### src/rtl/scroll_pkg.sv
// Shared defaults for the lane scroller: widths, timing and wrap constants.
package scroll_pkg;

  localparam int          DEF_NUM_LANES     = 4;
  localparam int          DEF_POS_W         = 11;
  localparam int          DEF_SPEED_W       = 24;
  localparam int unsigned DEF_INITIAL_SPEED = 250000;  // 10 ms at 25 MHz
  localparam int unsigned DEF_MIN_SPEED     = 25000;
  localparam int          DEF_POS_LIMIT     = 1280;
  localparam int          DEF_HOLD_MODE     = 1;

endpackage

### src/rtl/lane_stepper.sv
// One scrolling lane: step-period counter, expiry compare and wrapping position.
module lane_stepper
  import scroll_pkg::*;
#(
  parameter int POS_W     = DEF_POS_W,
  parameter int SPEED_W   = DEF_SPEED_W,
  parameter int POS_LIMIT = DEF_POS_LIMIT
) (
  input  logic               clk,
  input  logic               rst,
  input  logic               enable,
  input  logic               dir,
  input  logic [1:0]         shift,
  input  logic [SPEED_W-1:0] speed,
  output logic [POS_W-1:0]   pos,
  output logic               tick
);

  localparam logic [POS_W-1:0] POS_MAX = POS_W'(POS_LIMIT - 1);

  logic [SPEED_W-1:0] cnt;
  logic [SPEED_W-1:0] shifted;
  logic [SPEED_W-1:0] period;
  logic [POS_W-1:0]   pos_next;
  logic               expire;

  // Lane period is the base speed scaled down by the lane shift, never below one clock.
  always_comb begin
    shifted = speed >> shift;
    period  = (shifted == '0) ? SPEED_W'(1) : shifted;
    // >= rather than == so a shortened period expires at once instead of overshooting.
    expire  = (cnt >= period - SPEED_W'(1));
  end

  // Next position with wrap in both directions; dir is only looked at when a step happens.
  always_comb begin
    pos_next = pos;
    if (dir == 1'b0) begin
      pos_next = (pos == POS_MAX) ? '0 : pos + POS_W'(1);
    end else begin
      pos_next = (pos == '0) ? POS_MAX : pos - POS_W'(1);
    end
  end

  // Counter, position and tick registers; everything freezes while disabled.
  always_ff @(posedge clk) begin
    if (rst) begin
      cnt  <= '0;
      pos  <= '0;
      tick <= 1'b0;
    end else if (enable) begin
      if (expire) begin
        cnt  <= '0;
        pos  <= pos_next;
        tick <= 1'b1;
      end else begin
        cnt  <= cnt + SPEED_W'(1);
        tick <= 1'b0;
      end
    end else begin
      tick <= 1'b0;
    end
  end

endmodule

### src/rtl/lane_scroller.sv
// Multi-lane scroller: shared base speed with level-up saturation, common enable, N lanes.
module lane_scroller
  import scroll_pkg::*;
#(
  parameter int          NUM_LANES     = DEF_NUM_LANES,
  parameter int          POS_W         = DEF_POS_W,
  parameter int          SPEED_W       = DEF_SPEED_W,
  parameter int unsigned INITIAL_SPEED = DEF_INITIAL_SPEED,
  parameter int unsigned MIN_SPEED     = DEF_MIN_SPEED,
  parameter int          POS_LIMIT     = DEF_POS_LIMIT,
  parameter int          HOLD_MODE     = DEF_HOLD_MODE
) (
  input  logic                       clk,
  input  logic                       sys_rst,
  input  logic                       game_rst,
  input  logic                       halt,
  input  logic                       move_btn,
  input  logic                       level_up,
  input  logic [7:0]                 speed_change,
  input  logic [NUM_LANES-1:0]       lane_dir,
  input  logic [2*NUM_LANES-1:0]     lane_shift,
  output logic [NUM_LANES*POS_W-1:0] pos,
  output logic [SPEED_W-1:0]         speed,
  output logic [NUM_LANES-1:0]       tick
);

  // Extra headroom so speed_change + MIN_SPEED cannot overflow the compare.
  localparam int WIDE = SPEED_W + 9;

  logic            rst_any;
  logic            enable;
  logic [WIDE-1:0] speed_wide;
  logic [WIDE-1:0] floor_wide;
  logic [WIDE-1:0] diff_wide;

  // Either reset source clears the whole game; enable gates every lane together.
  always_comb begin
    rst_any    = sys_rst | game_rst;
    enable     = !halt && ((HOLD_MODE == 0) || move_btn);
    speed_wide = WIDE'(speed);
    floor_wide = WIDE'(speed_change) + WIDE'(MIN_SPEED);
    diff_wide  = speed_wide - WIDE'(speed_change);
  end

  // Base speed register: level-up shortens the period, saturating at MIN_SPEED.
  always_ff @(posedge clk) begin
    if (rst_any) begin
      speed <= SPEED_W'(INITIAL_SPEED);
    end else if (level_up && !halt) begin
      speed <= (speed_wide >= floor_wide) ? diff_wide[SPEED_W-1:0] : SPEED_W'(MIN_SPEED);
    end
  end

  for (genvar i = 0; i < NUM_LANES; i++) begin : g_lane
    lane_stepper #(
      .POS_W    (POS_W),
      .SPEED_W  (SPEED_W),
      .POS_LIMIT(POS_LIMIT)
    ) u_lane (
      .clk   (clk),
      .rst   (rst_any),
      .enable(enable),
      .dir   (lane_dir[i]),
      .shift (lane_shift[2*i +: 2]),
      .speed (speed),
      .pos   (pos[i*POS_W +: POS_W]),
      .tick  (tick[i])
    );
  end

endmodule

### config.mk
export PLATFORM = sky130hd
export DESIGN_NAME = lane_scroller
export DESIGN_NICKNAME = d
export VERILOG_FILES = /design/src/rtl/scroll_pkg.sv /design/src/rtl/lane_stepper.sv /design/src/rtl/lane_scroller.sv
export SDC_FILE = /design/constraint.sdc
export NUM_CORES = 1
export LEC_CHECK = 0
export CAP_MARGIN = 10
export CELL_PAD_IN_SITES_DETAIL_PLACEMENT = 1
export CELL_PAD_IN_SITES_GLOBAL_PLACEMENT = 2
export CORE_MARGIN = 2
export CORE_UTILIZATION = 39
export CTS_CLUSTER_SIZE = 28
export DETAILED_ROUTE_END_ITERATION = 10
export PLACE_DENSITY_LB_ADDON = 0.1
export SLEW_MARGIN = 20
export SYNTH_ARGS = -nofsm -noshare
export SYNTH_HDL_FRONTEND = slang
export SYNTH_SLANG_ARGS = --single-unit
### constraint.sdc
create_clock -name clk -period 22.6 [get_ports clk]
set_input_delay 6.78 -clock clk [delete_from_list [all_inputs] [get_ports clk]]
set_output_delay 6.78 -clock clk [all_outputs]
set_load 0.005 [all_outputs]
==> summary.md <==
| Metric | Value |
|---|---|
| Ys Warns | `0` |
| Cell count after synthesis | `2106` |
| Synth Area in XOR/XNOR | `0.101` |
| Worst hold start | `g_lane[1].u_lane.cnt[6]` |
| Lkg Pwr | `6.81 nW` |
| CTS root buf | `clkbuf_16` |
| Pins over their slew limit | `0` |
| RD Place Congestion | `0.838` |
| HP Class | `register to register` |
| Worst-Margin Slew | `1.08 ns` |
| R2R setup slack | `15.65 ns` |
| Final setup TNS | `0 ns` |
| Die Wd | `208 um` |
| P_int | `0.553 mW` |
| Net Sw Frac | `0.291` |
| Post-synthesis mux area share | `0.113` |
| CP Launch Type | `input port` |
| WHS Path Cells | `2` |
| RSZ-0062 raised after global routing | `no` |
| Io pins | `98` |
| Global-route wire length before repair | `85400 um` |
| Cell total after placement | `2626` |
| Skew final | `0.0106 ns` |
| Minimum clock period | `13.31 ns` |
| Clk pwr share | `0.432` |
| Leading area contributor after synthesis | `dfxtp_1` |
| Status | `finished, final reports clean` |
| Netlist Area Pre-Place | `16200 um^2` |
| Count of cell types in the netlist | `85` |
| Placed inst area | `17500 um^2` |
| Final instance area | `18200 um^2` |
| Final Instance Count excl. Fillers | `2657` |
| Avg WL per Cell | `20.0 um` |
| Worst-Skew Late Latency | `0.50 ns` |
| Area contributors post-synth | `dfxtp_1, ha_1, nor2_1` |
| Peak VDD IR | `49.8 uV` |
| Final setup violating endpoints | `0` |
| Layout fillers | `5007` |
| IO Port Bufs | `97` |
| Post-synthesis async set-or-reset flop share | `0` |
| Most used flip-flop cell after synthesis | `dfxtp_1` |
| Worst Path Arrival | `13.66 ns` |
| Number of flops mapped to enable cells by yosys | `0` |
| CTS Buf Count | `17` |
| Area share of the largest cell type after synthesis | `0.207` |
| Hold_buf cts | `0` |
| CTS sink count | `168` |
| DRC viols | `0` |
| Starting density of the core | `0.397` |
| Simple-Gate Fraction of Synth Area | `0.264` |
| Crit path max fanout | `45` |
| Post-CTS setup buffer count | `0` |
| Resized Gates After CTS | `0` |
| DRT antenna net count | `0` |
| Clk buf depth | `2` |
| Initial antenna violation count | `1` |
| #FFs+latches synth | `168` |
| Dpl hpwl | `39000 um` |
| GR Overflow Total | `0` |
| Nets | `2268` |
| Antenna fix cells | `0` |
| Largest family of logic cells by synthesized area | `simple AND/OR/NAND/NOR gates` |
| Area growth syn-to-layout | `11.8%` |
| Hold EP | `g_lane[1].u_lane.cnt[6]` |
| CP startpoint | `lane_shift[1]` |
| Vias per cell | `5.85` |
| Layout cell share with drive strength beyond 1 | `0.0720` |
| Most numerous cell in the Yosys netlist | `nor2_1` |
| Syn_nets | `2261` |
| Vias in the first global route | `15700` |
| DR vias | `15600` |
| Overall routing resource usage | `0.245` |
| Max-cap violations | `0` |
| Drt total wl | `53100 um` |
| Comb pwr share | `0.182` |
| CTS tree | `built` |
| Post-synthesis compound-gate area fraction | `0.169` |
| Synth Area per Inst | `7.71 um^2` |
| WS Path Type | `input port to register` |
| Reg2reg path depth | `22` |
| # rows | `74` |
| Switching Power | `0.227 mW` |
| Sequential-to-total area share from yosys stat | `0.207` |
| Most instantiated cells after synthesis | `nor2_1, nand2_1, dfxtp_1` |
| Die H | `208 um` |
| Die area | `43300 um^2` |
| Tcrit/Tclk final | `0.589` |
| Sequential share of power | `0.386` |
| FF-to-FF End | `g_lane[3].u_lane.cnt[3]` |
| Synth Area in Adders | `0.0999` |
| Power per Cell Area | `43.0 nW/um^2` |
| Max_slew headroom | `0.272` |
| Hold Vio Cnt, Final | `0` |
| Crit path required time | `22.95 ns` |
| Initial DRC Count | `760` |
| Pin count of the biggest net entering global routing | `54` |
| Reg2reg start | `speed[11]` |
| H-tree level count | `4` |
| Drt pass-1 iters | `5` |
| Upper clock frequency limit | `0.0751 GHz` |
| CTS clk-pin slew, worst paths | `0.07 ns` |
| Worst setup EP type | `register` |
| Core area | `40900 um^2` |
==> per-layer routing <==
layer,up-vias,share of wire,GRT usage
met5,-,0,0
met4,0,0.023,0.0807
met1,7651,0.48,0.322
met2,205,0.47,0.405
met3,55,0.035,0.0442
li1,7643,-,-
==> cells by family (layout without fill, tap and decap cells) <==
family / after synthesis / in the layout
adders and majority gates: 129 / 129
buffers and inverters: 187 / 206
muxes: 142 / 142
and+or+nand+nor: 869 / 869
xor gates and xnor gates: 188 / 188
AOI/OAI and AO/OA: 423 / 423
DFF: 168 / 168
==> through the flow <==
stage	util	hold WS, ns	setup WS (ns)	total power, mW
3_5_place_dp	0.428	0.480	8.85	0.449
2_1_floorplan	-	0.449	10.35	0.411
6_report	0.444	0.485	9.29	0.780
3_3_place_gp	0.428	0.468	8.95	0.446
4_1_cts	0.443	0.490	9.36	0.790
5_1_grt	0.444	0.526	8.73	0.816
==> state kept, by name, indices dropped and copies added (netlist names) <==
register,count
g_lane.u_lane.tick,4
speed,24
g_lane.u_lane.pos,44
g_lane.u_lane.cnt,96
==> worst max-delay path by stage <==
stage,endpoint,slack [ns],cells after the start
after global placement,g_lane[0].u_lane.cnt[14],8.95,23
after CTS,g_lane[0].u_lane.cnt[9],9.36,23
final,g_lane[0].u_lane.cnt[9],9.29,23
after global routing,g_lane[0].u_lane.cnt[9],8.73,23
after detailed placement,g_lane[0].u_lane.cnt[19],8.85,23
after floorplan,g_lane[1].u_lane.pos[0],10.35,24
==> power groups by stage <==
stage	combinational [mW]	clock (mW)	sequential [mW]
after floorplan	0.106	0	0.305
after global placement	0.138	0	0.308
after detailed placement	0.142	0	0.308
after CTS	0.143	0.346	0.301
after global routing	0.159	0.356	0.301
final	0.142	0.337	0.301
==> final cells by class <==
cell class                      instances  area, um^2  area share
Multi-Input combinational cell       1751       12100       0.669
Inverter                               51         191      0.0105
Clock inverter                         11         196      0.0108
Timing Repair Buffer                  124        1150      0.0633
Clock buffer                           20         447      0.0246
Tap cell                              532         666      0.0367
Sequential cell                       168        3360       0.185
==> cell usage in the layout (no fill, tap or decap), drive strengths merged, types with 14 or more instances in the layout <==
cell type	n
a211oi	22
a21o	27
a21oi	125
a31oi	23
and3	32
buf	32
clkbuf	20
clkdlybuf4s50	92
dfxtp	168
ha	128
inv	52
mux2	31
mux2i	82
mux4	29
nand2	191
nand2b	24
nand3	101
nand3b	15
nand4	38
nor2	262
nor2b	23
nor3	60
nor4	23
o21ai	85
o31ai	14
or3	25
xnor2	83
xor2	105
==> worst max-delay path: stages <==
cell and delay [ns]:
buf_2 0.74, mux4_2 0.60, nor3_1 0.67, o2111ai_1 0.27
nor3_1 0.29, nor2_1 0.10, ha_1 0.22, o221ai_1 0.16
nor2b_1 0.23, and3_1 0.23, a31oi_1 0.18, a41oi_1 0.07
o31a_1 0.14, ha_1 0.27, nand4_1 0.11, or2_2 0.31
or4_1 0.55, o221ai_1 0.16, a211oi_1 0.09, buf_4 0.20
nand2b_1 0.39, nand2_1 0.75, nor2_1 0.12
(Power assumes the default switching activity.)
